$ cat src/rtl/fc_layer_sequencer_pkg.sv
// Shared state encoding and constants for the fully-connected layer sequencer.
package fc_layer_sequencer_pkg;

    localparam int DATA_WIDTH = 32;

    typedef enum logic [2:0] {
        S_IDLE   = 3'd0,
        S_CLEAR  = 3'd1,
        S_STREAM = 3'd2,
        S_DRAIN  = 3'd3,
        S_VALID  = 3'd4
    } seq_state_t;

    // One past the last input index; the layer treats it as a zero operand.
    function automatic int feed_zero_index(input int input_nodes);
        return input_nodes;
    endfunction

endpackage

$ cat src/rtl/fc_layer_sequencer_if.sv
// Scheduler handshake plus layer/weight-ROM control bundle for the FC layer sequencer.
interface fc_layer_sequencer_if
    import fc_layer_sequencer_pkg::*;
#(
    parameter int ADDR_WIDTH  = 11,
    parameter int WADDR_WIDTH = 11
);
    logic                   start;
    logic                   busy;
    logic                   out_valid;
    logic                   out_ready;
    logic [ADDR_WIDTH-1:0]  layer_address;
    logic                   weight_en;
    logic [WADDR_WIDTH-1:0] weight_addr;
    logic                   pe_clear;

    modport master (
        input  start,
        input  out_ready,
        output busy,
        output out_valid,
        output layer_address,
        output weight_en,
        output weight_addr,
        output pe_clear
    );

    modport slave (
        output start,
        output out_ready,
        input  busy,
        input  out_valid,
        input  layer_address,
        input  weight_en,
        input  weight_addr,
        input  pe_clear
    );
endinterface

$ cat src/rtl/fc_addr_delay.sv
// Fixed-depth shift register that lines the layer index up with weight-ROM data.
// A depth of zero collapses to a plain wire.
module fc_addr_delay #(
    parameter int               WIDTH       = 11,
    parameter int               STAGES      = 0,
    parameter logic [WIDTH-1:0] RESET_VALUE = '0
) (
    input  logic             i_clk,
    input  logic             i_reset,
    input  logic [WIDTH-1:0] i_data,
    output logic [WIDTH-1:0] o_data
);
    generate
        if (STAGES == 0) begin : g_wire
            logic w_unused_clk_rst;
            assign w_unused_clk_rst = i_clk ^ i_reset;
            assign o_data = i_data;
        end else begin : g_pipe
            logic [WIDTH-1:0] r_pipe [STAGES];

            always_ff @(posedge i_clk) begin
                if (!i_reset) begin
                    for (int i = 0; i < STAGES; i++) r_pipe[i] <= RESET_VALUE;
                end else begin
                    r_pipe[0] <= i_data;
                    for (int i = 1; i < STAGES; i++) r_pipe[i] <= r_pipe[i-1];
                end
            end

            assign o_data = r_pipe[STAGES-1];
        end
    endgenerate
endmodule

$ cat src/rtl/fc_layer_sequencer.sv
// Sequences one FC layer pass: clear PEs, stream indices with weight reads, drain, hand off.
// state  | meaning
// IDLE   | waiting for start, layer fed zero
// CLEAR  | one-cycle PE accumulator clear
// STREAM | weight row k issued, layer index k follows after ROM_LATENCY-1 cycles
// DRAIN  | ROM and PE pipelines empty out
// VALID  | result vector held until out_ready
module fc_layer_sequencer
    import fc_layer_sequencer_pkg::*;
#(
    parameter int INPUT_NODES = 100,
    parameter int ADDR_WIDTH  = 11,
    parameter int WADDR_WIDTH = 11,
    parameter int ROM_LATENCY = 1,
    parameter int PE_LATENCY  = 3
) (
    input logic                  i_clk,
    input logic                  i_reset,
    fc_layer_sequencer_if.master io_bus
);
    localparam int                     DRAIN_CYCLES = ROM_LATENCY + PE_LATENCY;
    localparam int                     DRAIN_W      = $clog2(DRAIN_CYCLES + 1);
    localparam logic [DRAIN_W-1:0]     DRAIN_LOAD   = DRAIN_W'(DRAIN_CYCLES - 1);
    localparam logic [WADDR_WIDTH-1:0] LAST_K       = WADDR_WIDTH'(INPUT_NODES - 1);
    localparam logic [ADDR_WIDTH-1:0]  ZERO_IDX     = ADDR_WIDTH'(feed_zero_index(INPUT_NODES));

    seq_state_t             r_state;
    seq_state_t             w_state_nxt;
    logic [DRAIN_W-1:0]     r_drain;
    logic [DRAIN_W-1:0]     w_drain_nxt;
    logic [WADDR_WIDTH-1:0] r_weight_addr;
    logic [WADDR_WIDTH-1:0] w_weight_addr_nxt;
    logic                   r_weight_en;
    logic                   w_weight_en_nxt;
    logic [ADDR_WIDTH-1:0]  r_layer_src;
    logic [ADDR_WIDTH-1:0]  w_layer_src_nxt;
    logic                   r_busy;
    logic                   w_busy_nxt;
    logic                   r_out_valid;
    logic                   w_out_valid_nxt;
    logic                   r_pe_clear;
    logic                   w_pe_clear_nxt;
    logic [ADDR_WIDTH-1:0]  w_layer_address;

    always_ff @(posedge i_clk) begin
        if (!i_reset) begin
            r_state       <= S_IDLE;
            r_drain       <= '0;
            r_weight_addr <= '0;
            r_weight_en   <= 1'b0;
            r_layer_src   <= ZERO_IDX;
            r_busy        <= 1'b0;
            r_out_valid   <= 1'b0;
            r_pe_clear    <= 1'b1;
        end else begin
            r_state       <= w_state_nxt;
            r_drain       <= w_drain_nxt;
            r_weight_addr <= w_weight_addr_nxt;
            r_weight_en   <= w_weight_en_nxt;
            r_layer_src   <= w_layer_src_nxt;
            r_busy        <= w_busy_nxt;
            r_out_valid   <= w_out_valid_nxt;
            r_pe_clear    <= w_pe_clear_nxt;
        end
    end

    // Outputs are computed from the next state so every port comes straight off a flop.
    always_comb begin
        w_state_nxt       = r_state;
        w_drain_nxt       = r_drain;
        w_weight_addr_nxt = '0;
        w_weight_en_nxt   = 1'b0;
        w_layer_src_nxt   = ZERO_IDX;
        w_busy_nxt        = 1'b1;
        w_out_valid_nxt   = 1'b0;
        w_pe_clear_nxt    = 1'b0;

        case (r_state)
            S_IDLE: begin
                if (io_bus.start) w_state_nxt = S_CLEAR;
            end
            S_CLEAR: begin
                w_state_nxt = S_STREAM;
            end
            S_STREAM: begin
                if (r_weight_addr == LAST_K) begin
                    w_state_nxt = S_DRAIN;
                    w_drain_nxt = DRAIN_LOAD;
                end
            end
            S_DRAIN: begin
                if (r_drain == '0) w_state_nxt = S_VALID;
                else               w_drain_nxt = r_drain - 1'b1;
            end
            S_VALID: begin
                if (io_bus.out_ready) w_state_nxt = S_IDLE;
            end
            default: begin
                w_state_nxt = S_IDLE;
            end
        endcase

        case (w_state_nxt)
            S_IDLE: begin
                w_busy_nxt = 1'b0;
            end
            S_CLEAR: begin
                w_pe_clear_nxt = 1'b1;
            end
            S_STREAM: begin
                w_weight_en_nxt   = 1'b1;
                w_weight_addr_nxt = (r_state == S_STREAM) ? r_weight_addr + 1'b1 : '0;
                w_layer_src_nxt   = ADDR_WIDTH'(w_weight_addr_nxt);
            end
            S_VALID: begin
                w_out_valid_nxt = 1'b1;
            end
            default: begin
            end
        endcase
    end

    fc_addr_delay #(
        .WIDTH      (ADDR_WIDTH),
        .STAGES     (ROM_LATENCY - 1),
        .RESET_VALUE(ZERO_IDX)
    ) u_addr_delay (
        .i_clk  (i_clk),
        .i_reset(i_reset),
        .i_data (r_layer_src),
        .o_data (w_layer_address)
    );

    assign io_bus.busy          = r_busy;
    assign io_bus.out_valid     = r_out_valid;
    assign io_bus.layer_address = w_layer_address;
    assign io_bus.weight_en     = r_weight_en;
    assign io_bus.weight_addr   = r_weight_addr;
    assign io_bus.pe_clear      = r_pe_clear;
endmodule

$ cat src/flat_wrapper.sv
// flat-port wrapper written by rule: the top's interface ports become plain ports
module fc_layer_sequencer_flat import fc_layer_sequencer_pkg::*;
#(
    parameter int INPUT_NODES = 100,
    parameter int ADDR_WIDTH  = 11,
    parameter int WADDR_WIDTH = 11,
    parameter int ROM_LATENCY = 1,
    parameter int PE_LATENCY  = 3
)
  (i_clk, i_reset, io_bus_start, io_bus_out_ready, io_bus_busy, io_bus_out_valid, io_bus_layer_address, io_bus_weight_en, io_bus_weight_addr, io_bus_pe_clear);
  fc_layer_sequencer_if #(.ADDR_WIDTH(ADDR_WIDTH), .WADDR_WIDTH(WADDR_WIDTH)) io_bus_i ();
  input logic i_clk;
  input logic i_reset;
  input wire logic [$bits(io_bus_i.start)-1:0] io_bus_start;
  input wire logic [$bits(io_bus_i.out_ready)-1:0] io_bus_out_ready;
  output wire logic [$bits(io_bus_i.busy)-1:0] io_bus_busy;
  output wire logic [$bits(io_bus_i.out_valid)-1:0] io_bus_out_valid;
  output wire logic [$bits(io_bus_i.layer_address)-1:0] io_bus_layer_address;
  output wire logic [$bits(io_bus_i.weight_en)-1:0] io_bus_weight_en;
  output wire logic [$bits(io_bus_i.weight_addr)-1:0] io_bus_weight_addr;
  output wire logic [$bits(io_bus_i.pe_clear)-1:0] io_bus_pe_clear;
  assign io_bus_i.start = io_bus_start;
  assign io_bus_i.out_ready = io_bus_out_ready;
  assign io_bus_busy = io_bus_i.busy;
  assign io_bus_out_valid = io_bus_i.out_valid;
  assign io_bus_layer_address = io_bus_i.layer_address;
  assign io_bus_weight_en = io_bus_i.weight_en;
  assign io_bus_weight_addr = io_bus_i.weight_addr;
  assign io_bus_pe_clear = io_bus_i.pe_clear;
  fc_layer_sequencer #(.INPUT_NODES(INPUT_NODES), .ADDR_WIDTH(ADDR_WIDTH), .WADDR_WIDTH(WADDR_WIDTH), .ROM_LATENCY(ROM_LATENCY), .PE_LATENCY(PE_LATENCY)) u_core (.i_clk(i_clk), .i_reset(i_reset), .io_bus(io_bus_i));
endmodule
$ cat config.mk
export PLATFORM = sky130hd
export DESIGN_NAME = fc_layer_sequencer_flat
export DESIGN_NICKNAME = d
export VERILOG_FILES = /design/src/rtl/fc_layer_sequencer_pkg.sv /design/src/rtl/fc_layer_sequencer_if.sv /design/src/rtl/fc_addr_delay.sv /design/src/rtl/fc_layer_sequencer.sv /design/src/flat_wrapper.sv
export SDC_FILE = /design/constraint.sdc
export NUM_CORES = 1
export LEC_CHECK = 0
export ABC_CLOCK_PERIOD_IN_PS = 1600
export BUFFER_PORTS_ARGS = -buffer_cell sky130_fd_sc_hd__clkbuf_2
export CORE_MARGIN = 10
export CORE_UTILIZATION = 45
export DETAILED_ROUTE_END_ITERATION = 16
export PLACE_DENSITY_LB_ADDON = 0.05
export SLEW_MARGIN = 10
export SYNTH_ARGS = -nofsm -noshare
export SYNTH_HDL_FRONTEND = slang
export SYNTH_SLANG_ARGS = --single-unit
$ cat constraint.sdc
create_clock -name i_clk -period 1.6 [get_ports i_clk]
set_clock_uncertainty 0.15 [all_clocks]
set_input_delay 0.32 -clock i_clk [delete_from_list [all_inputs] [get_ports i_clk]]
set_output_delay 0.32 -clock i_clk [all_outputs]
set_load 0.05 [all_outputs]
Word-level counts from Yosys, hierarchy flattened
Index checks and enable logic that the tools add are counted.
{"block": "word_totals", "n_memories": 0, "rom_bits": 0, "latchBits": 0, "ramBits": 0, "out_inout_bits": 26, "input_bits": 4, "ff_bits": 32}
{"block": "op_classes", "n_reduce_logical": 6, "n_eq_ne": 10, "mul": 0, "mux": 13, "div_mod_pow": 0, "n_addsub": 2, "bitwise": 0, "n_shift": 0, "n_lt_le_gt_ge": 0}
{"op": "3-bit two-way mux", "count": 6}
{"op": "3-bit one-hot mux with 5 select lines", "count": 1}
{"op": "11-bit by 1-bit adder with 11-bit output, second input constant", "count": 1}
{"op": "11-bit by 7-bit == test with 1-bit output, second input constant", "count": 1}
{"op": "11-bit two-way mux", "count": 1}
{"op": "3-bit by 2-bit == test with 1-bit output, second input constant", "count": 3}
{"op": "3-bit logical NOT", "count": 3}
{"op": "3-bit by 1-bit == test with 1-bit output, second input constant", "count": 2}
{"op": "3-bit == test, second input constant", "count": 2}
{"op": "3-bit one-hot mux with 2 select lines", "count": 1}
{"op": "1-bit two-way mux", "count": 4}
{"op": "3-bit AND reduction", "count": 1}
{"op": "3-bit by 1-bit subtractor with 3-bit output, second input constant", "count": 1}
{"op": "2-bit by 1-bit != test with 1-bit output, second input constant", "count": 1}
{"op": "2-bit != test, second input constant", "count": 1}
{"op": "2-bit AND reduction", "count": 1}
{"op": "2-bit nonzero test", "count": 1}

Logic depth before layout (Yosys ltp)
{"block": "depth", "depth_word": 5, "depth_mapped": 8, "mapped_depth_nobuf": 7}

Hierarchy
A second synthesis with hierarchy kept.
{"block": "hier_totals", "cells_unflattened": 122, "area_unflattened_um2": 1141.1}
{"module": "fc_layer_sequencer", "n_inst": 1, "seq_area_each_um2": 480.5, "cells_per_inst": 111, "area_per_inst_um2": 1058.5}
{"module": "fc_addr_delay", "n_inst": 1, "seq_area_each_um2": 0.0, "cells_per_inst": 11, "area_per_inst_um2": 82.6}

Worst setup path after synthesis
Ideal clock, no wire load.
{"block": "synth_timing", "kind": "register to register", "from": "register u_core.r_layer_src[0] (netlist name)", "to": "register u_core.r_layer_src[0]", "t_arrival_ns": 1.734, "required_time_ns": 1.308, "path_stages_with_launch": 7, "period_less_slack_ns": 2.026, "path_slack_ns": -0.426, "n_path_buf": 1, "cell_sequence": "dfxtp_1 ha_1 nor4b_4 nand2_1 o311ai_2 buf_4 nor2_1"}
{"item": "end signal, assigned", "line": "fc_layer_sequencer.sv:60", "source": "r_layer_src <= w_layer_src_nxt;"}
{"item": "end, declared", "line": "fc_layer_sequencer.sv:35", "source": "logic [ADDR_WIDTH-1:0] r_layer_src;"}

==> flow_summary.yaml <==
grt:
  grt_usage_pct: 9.44
  grt_overflow: 0
  grt_max_degree: 14
  grt_pass1_vias: 852
  grt_pass1_wl_um: 3910
  antenna_found_initial: 0
detailed_routing:
  drcViolationCount: 0
  avgRoutedWirePerCell_um: 13.8
  routed_via_density: 5.10
  postRouteAntennaNets: 0
  first_pass_iters: 4
  drt_iter0_drc: 52
  vias: 897
  routed_wl_um: 2430
synth:
  synth_top_cell_by_area: "dfxtp_1"
  synth_cell_types: 32
  synthFlopType: "dfxtp_1"
  ys_warn_count: 0
  seq_area_frac_synth_pct: 43.7
  synth-async-reset-ratio_pct: 0
  netlist_instances: 116
  synth_seq_cells: 24
  synthesis.nets: 123
  synth.cell_area_mm2: 0.00110
  syn_avg_cell_area_um2: 9.47
  synth_edf_count: 0
  yosys-top-cells-area: "dfxtp_1 (44%), xnor2_1 (7.2%), buf_4 (6.2%), nor2_1 (5.8%), ha_1 (3.4%)"
  yosysTopAreaCellShare_pct: 43.7
timing:
  fmax_mhz: 615
  drv_slew: 0
  finalSetupViolCount: 7
  post-route-period-util_pct: 102
  fin_ws_ns: -0.0250
  min_period_ns: 1.62
  rsz0062_at_grt: "true"
  hold-worst-slack_ns: 0.107
  hold_viol: 0
  worstMarginPinSlew_ns: 0.328
  relSlewSlack_pct: 78.1
setup_path:
  cp_num_cells: 6
  endpoint: "u_core.io_bus.weight_addr[6]"
  r2r_cells: 6
  crit_path_cell_trace: "ha_4 > nor4b_4 > nand2_1 > o311ai_2 > buf_4 > nor2_1"
  r2r-start: "u_core.r_layer_src[1]"
  crit_family: "simple AND/OR/NAND/NOR gates"
  crit_buf_inv: 1
  r2r_end: "u_core.io_bus.weight_addr[6]"
  crit_type: "flop to flop"
  max_stage_delay_ns: 0.38
  reg2reg_slack_ns: -0.02
  crit_fanout: 7
  critPathCaptureType: "flop"
  cp_data_arrival_time_ns: 1.68
  start_kind: "flop"
  startpoint: "u_core.r_layer_src[1]"
  cp_slowest_cell: "dfxtp_4"
  required_ns: 1.66
power_and_ir_drop:
  p_comb_share_pct: 12.0
  switchingPower_mw: 0.279
  power_per_cell_area_mw_per_mm2: 774
  swShare_pct: 26.1
  pwr-share-seq_pct: 58.7
  power_leakage_nw: 0.546
  power.internal_mw: 0.791
  pwr-share-clk_pct: 29.4
  peakVddDrop_uv: 572
clock_network:
  clk_path_buf_depth: 2
  h-tree-depth: 1
  cts_tree: "done"
  cts-buffers-inserted: 3
  clk_pin_slew_worst_paths_ns: 0.13
  cts-hold-fix-buffers: 0
  cts-root-buf: "clkbuf_4"
  cts_sinks: 24
  clk_latency_ns: 0.30
cells_and_area:
  drive_gt1_share_pct: 48.0
  syn_to_final_growth_pct: 25.9
  nNetsFinal: 156
  final_cell_mix: "clkbuf_2 (23), nor2_1 (15), dfxtp_1 (11), dfxtp_2 (11), buf_4 (10)"
  layout_commonest_cell: "clkbuf_2"
  diodes: 0
  fin_cells: 176
floorplanning:
  initial_core_util_pct: 48.3
  dieWidth_um: 69.4
  dieArea_mm2: 0.00482
  core_region_area_mm2: 0.00228
  die_h_um: 69.4
  pin_count: 30
  row_count: 17
status:
  status: "finished with violations"
  violations: "negative setup slack"
hold_path:
  min_path_type: "primary input to flop"
place:
  dp_cells: 171
  globalplace.congestion: 0.813
  hpwl_um: 1940
  place_ws_ns: -0.0648
  port_buffers: 29
run:
  maxCapViolCount: 0
[flip-flops by register name, indices dropped and copies added (netlist names)]
signal,cells
u_core.io_bus.out_valid,1
u_core.r_drain,3
u_core.io_bus.pe_clear,1
u_core.io_bus.weight_en,1
u_core.r_layer_src,11
u_core.io_bus.weight_addr,3
u_core.r_state,3
u_core.io_bus.busy,1
[per-stage QoR]
step / total power, mW / TNS (ns) / utilization (%) / instance area, um2
final: 1.07 / -0.105 / 60.7 / 1380
after global routing: 1.12 / -1.34 / 60.7 / 1380
after CTS: 1.07 / -0.118 / 59.3 / 1350
after detailed placement: 0.763 / -0.196 / 57.1 / 1300
after global placement: 0.762 / 0 / 57.1 / 1300
after floorplan: 0.733 / -0.293 / - / 1130
[layout make-up]
type	count	area, um2
Fill cell	208	893
Multi-Input combinational cell	73	554
Sequential cell	24	502
Timing Repair Buffer	39	225
Clock buffer	4	36.3
Tap cell	28	35.0
Inverter	8	30.0
[cell usage after synthesis, drive strengths merged (2+ instances only)]
master,instances
dfxtp,24
a211oi,3
ha,3
nand4,3
nor2,17
o21ai,4
nor3b,2
nor3,7
nand3,3
and2,2
a21oi,2
nand2,5
inv,8
buf,11
nor4b,2
xnor2,9
[power groups by stage]
stage	Sequential (mW)	Clock, mW	Combinational (mW)
after global routing	0.631	0.351	0.138
after detailed placement	0.641	0	0.122
after global placement	0.640	0	0.122
after floorplan	0.685	0	0.0482
final	0.627	0.314	0.128
after CTS	0.627	0.323	0.123
[cell families (layout without fill, tap and decap cells)]
logic type	Yosys count	in the layout	share of synthesized area [%]
AND/OR/NAND/NOR	46	46	23.9
flip-flops	24	24	43.7
buffers and inverters	19	51	9.79
AO/OA/AOI/OAI	14	14	11.2
XOR/XNOR	10	10	7.97
adder cells (fa/ha/maj)	3	3	3.42
[per-layer routing]
layer  track usage [%]  wire [um]  share of wire, %  up-vias
li1                  -          -                 -      450
met1              12.7       1180                49      419
met2              14.6       1120                46       26
met3              2.43        114               4.7        2
met4              2.00         10              0.41        0
met5                 0          0                 0        -
[worst min path at each step]
stage | startpoint | to | slack, ns | cells after the start
floorplan | i_reset | u_core.io_bus.pe_clear | 0.26 | 1
global placement | u_core.r_layer_src[10] | u_core.r_layer_src[10] | 0.36 | 2
detailed placement | u_core.r_layer_src[10] | u_core.r_layer_src[10] | 0.39 | 2
CTS | i_reset | u_core.io_bus.pe_clear | 0.10 | 2
global route | i_reset | u_core.io_bus.pe_clear | 0.10 | 2
finish | i_reset | u_core.io_bus.pe_clear | 0.11 | 2
[what timing repair did]
item / 4_1_cts / 5_1_grt
gates cloned: 0 / 0
pin swaps: 0 / 7
endpoints found under the setup margin: 15 / 25
resized for setup: 6 / 16
buffers inserted: 0 / 1
Note: power is estimated with default switching activity, not from simulation.
